### src/rtl/seq_sub_slice.sv
// seq_sub_slice: multi-cycle subtractor, Diff = A - B - Bin.
// Each RUN cycle subtracts one SLICE-bit slice, starting with the LSB slice.
// The borrow between slices is held in a register.
// Start/Ready/Done handshake. Results stay stable until the next accepted Start.
module seq_sub_slice #(
  parameter int WIDTH = 32,
  parameter int SLICE = 8
) (
  input  logic             clk,
  input  logic             rst,
  input  logic             Start,
  input  logic [WIDTH-1:0] A,
  input  logic [WIDTH-1:0] B,
  input  logic             Bin,
  output logic             Ready,
  output logic             Done,
  output logic [WIDTH-1:0] Diff,
  output logic             Bout,
  output logic             Zero,
  output logic             Ovf
);

  localparam int N     = WIDTH / SLICE;
  localparam int IDX_W = (N > 1) ? $clog2(N) : 1;
  localparam logic [IDX_W-1:0] LAST_IDX = IDX_W'(N - 1);

  typedef enum logic [1:0] {
    S_IDLE = 2'd0,
    S_RUN  = 2'd1,
    S_DONE = 2'd2
  } state_t;

  // One slice of A - B - borrow, computed as A + ~B + ~borrow.
  // The carry out of this sum is the inverted borrow out.
  function automatic logic [SLICE:0] slice_sub(
    input logic [SLICE-1:0] a,
    input logic [SLICE-1:0] b,
    input logic             borrow
  );
    return {1'b0, a} + {1'b0, ~b} + {{SLICE{1'b0}}, ~borrow};
  endfunction

  state_t           state_q, state_d;
  logic [WIDTH-1:0] a_q, a_d;
  logic [WIDTH-1:0] b_q, b_d;
  logic             borrow_q, borrow_d;
  logic [IDX_W-1:0] idx_q, idx_d;
  logic [WIDTH-1:0] diff_q, diff_d;
  logic             bout_q, bout_d;
  logic             zero_q, zero_d;
  logic             ovf_q, ovf_d;
  logic             ready_q, ready_d;
  logic             done_q, done_d;

  logic [SLICE:0]   slice_res;
  int               base;

  // Next-state, operand capture and per-slice datapath.
  always_comb begin
    state_d   = state_q;
    a_d       = a_q;
    b_d       = b_q;
    borrow_d  = borrow_q;
    idx_d     = idx_q;
    diff_d    = diff_q;
    bout_d    = bout_q;
    zero_d    = zero_q;
    ovf_d     = ovf_q;
    ready_d   = ready_q;
    done_d    = 1'b0;

    base      = int'(idx_q) * SLICE;
    slice_res = slice_sub(a_q[base +: SLICE], b_q[base +: SLICE], borrow_q);

    case (state_q)
      S_IDLE: begin
        if (Start && ready_q) begin
          state_d  = S_RUN;
          a_d      = A;
          b_d      = B;
          borrow_d = Bin;
          idx_d    = '0;
          diff_d   = '0;
          bout_d   = 1'b0;
          zero_d   = 1'b0;
          ovf_d    = 1'b0;
          ready_d  = 1'b0;
        end
      end
      S_RUN: begin
        diff_d[base +: SLICE] = slice_res[SLICE-1:0];
        borrow_d              = ~slice_res[SLICE];
        if (idx_q == LAST_IDX) begin
          // The flags come from the completed difference, which includes the slice being written now.
          state_d = S_DONE;
          bout_d  = ~slice_res[SLICE];
          zero_d  = (diff_d == '0);
          ovf_d   = (a_q[WIDTH-1] != b_q[WIDTH-1]) && (diff_d[WIDTH-1] != a_q[WIDTH-1]);
        end else begin
          idx_d = idx_q + IDX_W'(1);
        end
      end
      S_DONE: begin
        // Done is registered at this exit edge, so it pulses in the first IDLE cycle, when Ready is also high.
        state_d = S_IDLE;
        ready_d = 1'b1;
        done_d  = 1'b1;
      end
      default: begin
        state_d = S_IDLE;
        ready_d = 1'b1;
      end
    endcase
  end

  // Control and result registers. Reset aborts any operation in flight.
  always_ff @(posedge clk) begin
    if (rst) begin
      state_q  <= S_IDLE;
      borrow_q <= 1'b0;
      idx_q    <= '0;
      diff_q   <= '0;
      bout_q   <= 1'b0;
      zero_q   <= 1'b0;
      ovf_q    <= 1'b0;
      ready_q  <= 1'b1;
      done_q   <= 1'b0;
    end else begin
      state_q  <= state_d;
      borrow_q <= borrow_d;
      idx_q    <= idx_d;
      diff_q   <= diff_d;
      bout_q   <= bout_d;
      zero_q   <= zero_d;
      ovf_q    <= ovf_d;
      ready_q  <= ready_d;
      done_q   <= done_d;
    end
  end

  // Operand holding registers. They are only read in RUN, so they need no reset.
  always_ff @(posedge clk) begin
    a_q <= a_d;
    b_q <= b_d;
  end

  assign Ready = ready_q;
  assign Done  = done_q;
  assign Diff  = diff_q;
  assign Bout  = bout_q;
  assign Zero  = zero_q;
  assign Ovf   = ovf_q;

endmodule

### config.mk
export PLATFORM = sky130hd
export DESIGN_NAME = seq_sub_slice
export DESIGN_NICKNAME = d
export VERILOG_FILES = /design/src/rtl/seq_sub_slice.sv
export SDC_FILE = /design/constraint.sdc
export NUM_CORES = 1
export LEC_CHECK = 0
export CAP_MARGIN = 15
export CORE_AREA = 2 2 107 109
export DETAILED_ROUTE_END_ITERATION = 8
export DIE_AREA = 0 0 109 111
export DONT_BUFFER_PORTS = 1
export HOLD_SLACK_MARGIN = 0.06
export PLACE_DENSITY = 0.62
export SLEW_MARGIN = 30
export SYNTH_ARGS = -nofsm -noshare
export SYNTH_HDL_FRONTEND = slang
export SYNTH_SLANG_ARGS = --single-unit
### constraint.sdc
create_clock -name clk -period 5.5 [get_ports clk]
set_input_delay 0.275 -clock clk [delete_from_list [all_inputs] [get_ports clk]]
set_output_delay 0.275 -clock clk [all_outputs]
set_load 0.005 [all_outputs]
* Word-level counts from Yosys, hierarchy flattened *
Index checks and enable logic that the tools add are counted.

storage, ports and cells
  output and inout port bits = 37
  register bits after elaboration = 106
  logic and storage cells = 62
  input port bits = 68

operators by class
  shift-type cells = 4
  bitwise gates (word level) = 4
  muxes and demuxes = 20
  eq/ne operators = 8
  add/subtract/negate cells = 4
  reductions and logical operators = 11

operators with widths
  cell                                                    count
  one-hot mux 32 bit (2 select lines)                     1
  variable part select 32 x 6 -> 8 bit                    2
  negation 5 -> 33 bit                                    1
  variable shift 8 x 33 -> 32 bit (first input constant)  1
  variable part select 8 x 33 -> 32 bit                   1
  bitwise mux 32 bit                                      1
  logical NOT 32 bit                                      1
  two-way mux 32 bit                                      1
  one-hot mux 1 bit (2 select lines)                      5
  adder 8 x 8 -> 9 bit                                    1
  adder 9 x 1 -> 9 bit                                    1
  two-way mux 2 bit                                       4
  inverter 8 bit                                          1
  one-hot mux 2 bit (2 select lines)                      2
  AND reduction 2 bit                                     4
  two-way mux 1 bit                                       6
  != test 2 bit (second input constant)                   3
  AND reduction 3 bit                                     2
  == test 2 bit (second input constant)                   2
  inverter 1 bit                                          3
  adder 2 x 1 -> 2 bit (second input constant)            1
  == test 2 x 1 -> 1 bit (second input constant)          1
  logical AND 1 bit                                       2
  logical NOT 2 bit                                       1
  2 further kinds                                         3

* Longest topological paths before layout *
  depth after elaboration = 10
  gate-level depth with buffers = 12
  gate-level depth less buffers = 11

* Worst setup path before layout *
No wires, ideal clock.

  path kind = register to register
  from = reg ready_q, in the netlist Ready
  to = reg idx_q[1]
  cell stages (with the launch flop) = 6
  required time = 5.372 ns
  setup slack = -0.277 ns
  period minus slack after synthesis = 5.777 ns
  arrival = 5.649 ns
  path through = dfxtp_1 > nand2_1 > nor3_1 > nor2_1 > a22oi_1 > nor2_1

between the ends
  cells in the longest elaborated chain, start to end = 3

RTL lines
  item                                  RTL line  source
  from (decl)                           52        logic ready_q, ready_d;
  from (signal assigned)                136       ready_q <= ready_d;
  logical AND 1 bit                     77        if (Start && ready_q) begin
  != test 2 bit (no source line)        n/a
  AND reduction 3 bit (no source line)  n/a
  to (signal assigned)                  131       idx_q <= idx_d;
  to (decl)                             47        logic [IDX_W-1:0] idx_q, idx_d;

No other way between the ends.
A chain may end at the register's enable or synchronous reset.

* Worst setup path in the final report *
  from = reg idx_q[0]
  to = reg zero_q, in the netlist Zero

between the ends
  cells in the longest elaborated chain, start to end = 9

RTL lines
  item                                   RTL line  source
  variable part select 32 x 6 -> 8 bit   73        slice_res = slice_sub(a_q[base +: SLICE], b_q[base +: SLICE], borrow_q);
  inverter 8 bit                         40        return {1'b0, a} + {1'b0, ~b} + {{SLICE{1'b0}}, ~borrow};
  adder 8 x 8 -> 9 bit                   40
  adder 9 x 1 -> 9 bit                   40
  variable part select 8 x 33 -> 32 bit  91        diff_d[base +: SLICE] = slice_res[SLICE-1:0];
  bitwise mux 32 bit                     91
  logical NOT 32 bit                     97        zero_d = (diff_d == '0);
  two-way mux 1 bit                      93        if (idx_q == LAST_IDX) begin
  one-hot mux 1 bit (2 select lines)     75        case (state_q)
  to (signal assigned)                   134       zero_q <= zero_d;
  to (decl)                              50        logic zero_q, zero_d;

Parallel ways exist; a longest one is shown, timed or not. The select of a mux whose other input is x is not followed.

==> impl_metrics.xml <==
<?xml version="1.0" encoding="UTF-8"?>
<metrics>
  <group name="global_route">
    <metric name="grt_pass1_vias" unit="">3339</metric>
    <metric name="number_of_antenna_violations_at_the_first_check_in_global_routing" unit="">0</metric>
    <metric name="overflow" unit="">0</metric>
    <metric name="grtUsageTotal" unit="%">18.5</metric>
    <metric name="grt_pass1_wl" unit="um">17000</metric>
    <metric name="grt_start_max_net_pins" unit="">67</metric>
  </group>
  <group name="yosys">
    <metric name="postSynthRegisterBits" unit="">106</metric>
    <metric name="ys_types" unit="">51</metric>
    <metric name="netlist_area" unit="sq mm">0.00460</metric>
    <metric name="async_reset_ff_share" unit="%">0</metric>
    <metric name="synth_ff_type" unit="">edfxtp_1</metric>
    <metric name="number_of_flops_mapped_to_enable_cells_by_yosys" unit="">64</metric>
    <metric name="netlist_instances" unit="">352</metric>
    <metric name="netlist.area_leader.share" unit="%">41.8</metric>
    <metric name="synthMostInstantiatedCell" unit="">edfxtp_1</metric>
    <metric name="synth_top_cell_by_area" unit="">edfxtp_1</metric>
    <metric name="postSynthNetCount" unit="">435</metric>
    <metric name="synth_warnings" unit="">0</metric>
    <metric name="synth.yosys.seq_area_share" unit="%">60.0</metric>
    <metric name="mean_post_synth_cell_area" unit="sq um">13.1</metric>
    <metric name="post_synth_main_area_contributors" unit="">edfxtp_1 (42%), dfxtp_1 (18%), mux4_2 (7.8%)</metric>
    <metric name="synthTopCellsByCount" unit="">edfxtp_1 (64), nor2_1 (56), dfxtp_1 (42)</metric>
  </group>
  <group name="outcome">
    <metric name="status" unit="">complete, no violations</metric>
  </group>
  <group name="floorplanning">
    <metric name="die-area" unit="sq mm">0.0121</metric>
    <metric name="height_of_the_chip" unit="um">111</metric>
    <metric name="core.rowCount" unit="">39</metric>
    <metric name="floorplan.initialDensity" unit="%">41.5</metric>
    <metric name="floorplan.io_pins" unit="">105</metric>
    <metric name="core_region_area" unit="sq mm">0.0111</metric>
    <metric name="fp.dieW" unit="um">109</metric>
  </group>
  <group name="sta">
    <metric name="timing_worst_slew_pin_value" unit="ns">0.840</metric>
    <metric name="timing.final.hold_violations" unit="">0</metric>
    <metric name="rsz0062_at_grt" unit="">no</metric>
    <metric name="achievable-frequency" unit="MHz">262</metric>
    <metric name="timing.hold.ws" unit="ns">0.185</metric>
    <metric name="final_setup_violation_count" unit="">0</metric>
    <metric name="final.period_utilization" unit="%">69.3</metric>
    <metric name="min_period" unit="ns">3.81</metric>
    <metric name="final_max_slew_viol_count" unit="">0</metric>
    <metric name="slew_headroom" unit="%">44.0</metric>
    <metric name="finClkSkew" unit="ns">0.0110</metric>
    <metric name="final.setup.tns" unit="ns">0</metric>
  </group>
  <group name="worst_setup_path">
    <metric name="criticalPathCategory" unit="">reg2reg</metric>
    <metric name="timing.critical_path.max_delay_family" unit="">compound AO/OA/AOI/OAI gates</metric>
    <metric name="startpoint_type_of_the_worst_setup_path" unit="">flip-flop</metric>
    <metric name="r2r-start" unit="">idx_q[0]$_SDFFE_PP0P_</metric>
    <metric name="critical_path.cell_chain" unit="">buf_4 &gt; mux4_2 &gt; fa_1 &gt; a211oi_1 &gt; nor2_1 &gt; o31a_1 &gt; a21oi_1 &gt; nand2_1 &gt; a32o_1</metric>
    <metric name="setup.worst_path.end_class" unit="">flip-flop</metric>
    <metric name="startpoint" unit="">idx_q[0]$_SDFFE_PP0P_</metric>
    <metric name="cp_slowest_cell" unit="">dfxtp_1</metric>
    <metric name="worst_path_required" unit="ns">5.75</metric>
    <metric name="critPathBufInv" unit="">1</metric>
    <metric name="cpPeakStageDelay" unit="ns">0.86</metric>
    <metric name="timing.critical_path.arrival" unit="ns">4.06</metric>
    <metric name="cp_max_fanout" unit="">19</metric>
  </group>
  <group name="power_and_ir_drop">
    <metric name="power_per_unit_of_standard_cell_area" unit="mW/mm^2">343</metric>
    <metric name="peakVddDrop" unit="V">0.000256</metric>
    <metric name="static-leakage-power" unit="uW">0.00202</metric>
    <metric name="post-layout-total-power" unit="uW">1960</metric>
  </group>
  <group name="finish">
    <metric name="final_core_util" unit="%">51.5</metric>
    <metric name="sequential_cell_area" unit="sq mm">0.00276</metric>
    <metric name="post_layout_nonfiller_instances" unit="">566</metric>
    <metric name="layout-drive-gt1-share" unit="%">10.9</metric>
    <metric name="area_delta_synth_final" unit="%">24.1</metric>
    <metric name="layout.filler_cells" unit="">941</metric>
    <metric name="multi_input_comb_area" unit="sq mm">0.00173</metric>
    <metric name="nets" unit="">501</metric>
    <metric name="diodes" unit="">0</metric>
  </group>
  <group name="clocking">
    <metric name="cts.clk_slew.worst_paths" unit="ns">0.07</metric>
    <metric name="htreeDepth" unit="">3</metric>
    <metric name="cts-buffers-inserted" unit="">9</metric>
    <metric name="clock_insertion_delay_worst_skew" unit="ns">0.36</metric>
    <metric name="cts.root.buffer_cell" unit="">clkbuf_16</metric>
    <metric name="cts-root-to-sink-buffers" unit="">2</metric>
    <metric name="postCtsSetupRepairBufs" unit="">0</metric>
    <metric name="cts_num_sinks" unit="">106</metric>
    <metric name="tritoncts" unit="">built</metric>
  </group>
  <group name="placement">
    <metric name="dp.final_hpwl" unit="um">6870</metric>
    <metric name="placement.io_buffers" unit="">0</metric>
    <metric name="numPlacedInstances" unit="">485</metric>
    <metric name="gp_congestion" unit="">0.887</metric>
  </group>
  <group name="worst_hold_path">
    <metric name="hold_start" unit="">Bin</metric>
    <metric name="hp-class" unit="">in2reg</metric>
  </group>
  <group name="route">
    <metric name="drt_iter0_markers" unit="">262</metric>
    <metric name="drc" unit="">0</metric>
    <metric name="wl_per_cell" unit="um">18.5</metric>
    <metric name="antenna_violating_nets_post_route" unit="">0</metric>
    <metric name="route.vias.total" unit="">3111</metric>
    <metric name="drt_first_pass_iters" unit="">4</metric>
    <metric name="routed_wirelength" unit="um">10500</metric>
    <metric name="avgViaCountPerCell" unit="">5.50</metric>
  </group>
  <group name="job">
    <metric name="maxCapViolations" unit="">0</metric>
  </group>
</metrics>
-- per-layer routing --
| metal | up-vias | track usage, % | wire [um] |
|---|---|---|---|
| met5 | - | 0 | 0 |
| met4 | 0 | 6.67 | 168 |
| met3 | 11 | 5.58 | 638 |
| met2 | 108 | 30.2 | 5210 |
| met1 | 1508 | 22.9 | 4460 |
| li1 | 1484 | - | - |
-- cell usage in the layout, fill, tap and decap left out, types with 7 or more instances in the layout --
master / instances
a22oi_1: 30
a21oi_1: 14
dfxtp_1: 41
ha_1: 13
nand2b_1: 7
nor2_1: 56
clkbuf_16: 9
inv_1: 15
edfxtp_1: 64
dlygate4sd3_1: 64
nor3_1: 11
mux4_2: 16
-- sequential cells by signal, indices dropped and copies added, names as in the netlist --
register and flops:
Bout 1, Diff 32, Done 1, Ovf 1, Ready 1, Zero 1, a_q 32, b_q 32
borrow_q 1, idx_q 2, state_q 2
-- worst paths after layout --
| kind | endpoint | slack (ns) | depth (start not counted) |
|---|---|---|---|
| worst min-delay path | borrow_q$_SDFFE_PP0P_ | 0.18 | 2 |
| worst min register to register | Diff[31]$_SDFFE_PP0P_ | 0.51 | 2 |
| worst max-delay path | Zero$_SDFFE_PP0P_ | 1.69 | 9 |
| worst max register to register | Zero$_SDFFE_PP0P_ | 1.69 | 9 |
-- cell type report --
type                    instances  area share (%)
clock buffers                   9            3.94
multi-input cells             219            30.4
clock inverters                 7            1.34
flip-flops and latches        106            48.4
repair buffers                 67            11.8
inverters                      15           0.986
well taps                     143            3.13
-- power by group --
part	internal (uW)	total, uW	switching [uW]
Sequential	895	921	25.5
Clock	356	654	298
Combinational	159	382	223
Total	1410	1960	546
-- cell families (layout without fill, tap and decap cells) --
family,Yosys count,after routing,share of synthesized area (%)
simple gates,104,104,11.1
flops,106,106,60.0
mux,19,19,8.54
xor+xnor,2,2,0.544
buf+inv,27,98,2.53
fa+ha+maj,15,15,4.41
compound gates,79,79,12.8
-- through the flow --
stage / setup slack [ns] / instance area (sq um)
finish: 1.69 / 5710
global route: 1.35 / 5710
CTS: 1.64 / 5710
detailed placement: 1.66 / 4750
global placement: 1.70 / 4750
floorplan: 1.83 / 4610
-- repair_timing --
action	CTS	global route
hold buffers	65	0
endpoints found under the hold margin	104	0
gates resized for setup	0	0
No activity file was read; power rests on OpenSTA's default activity.
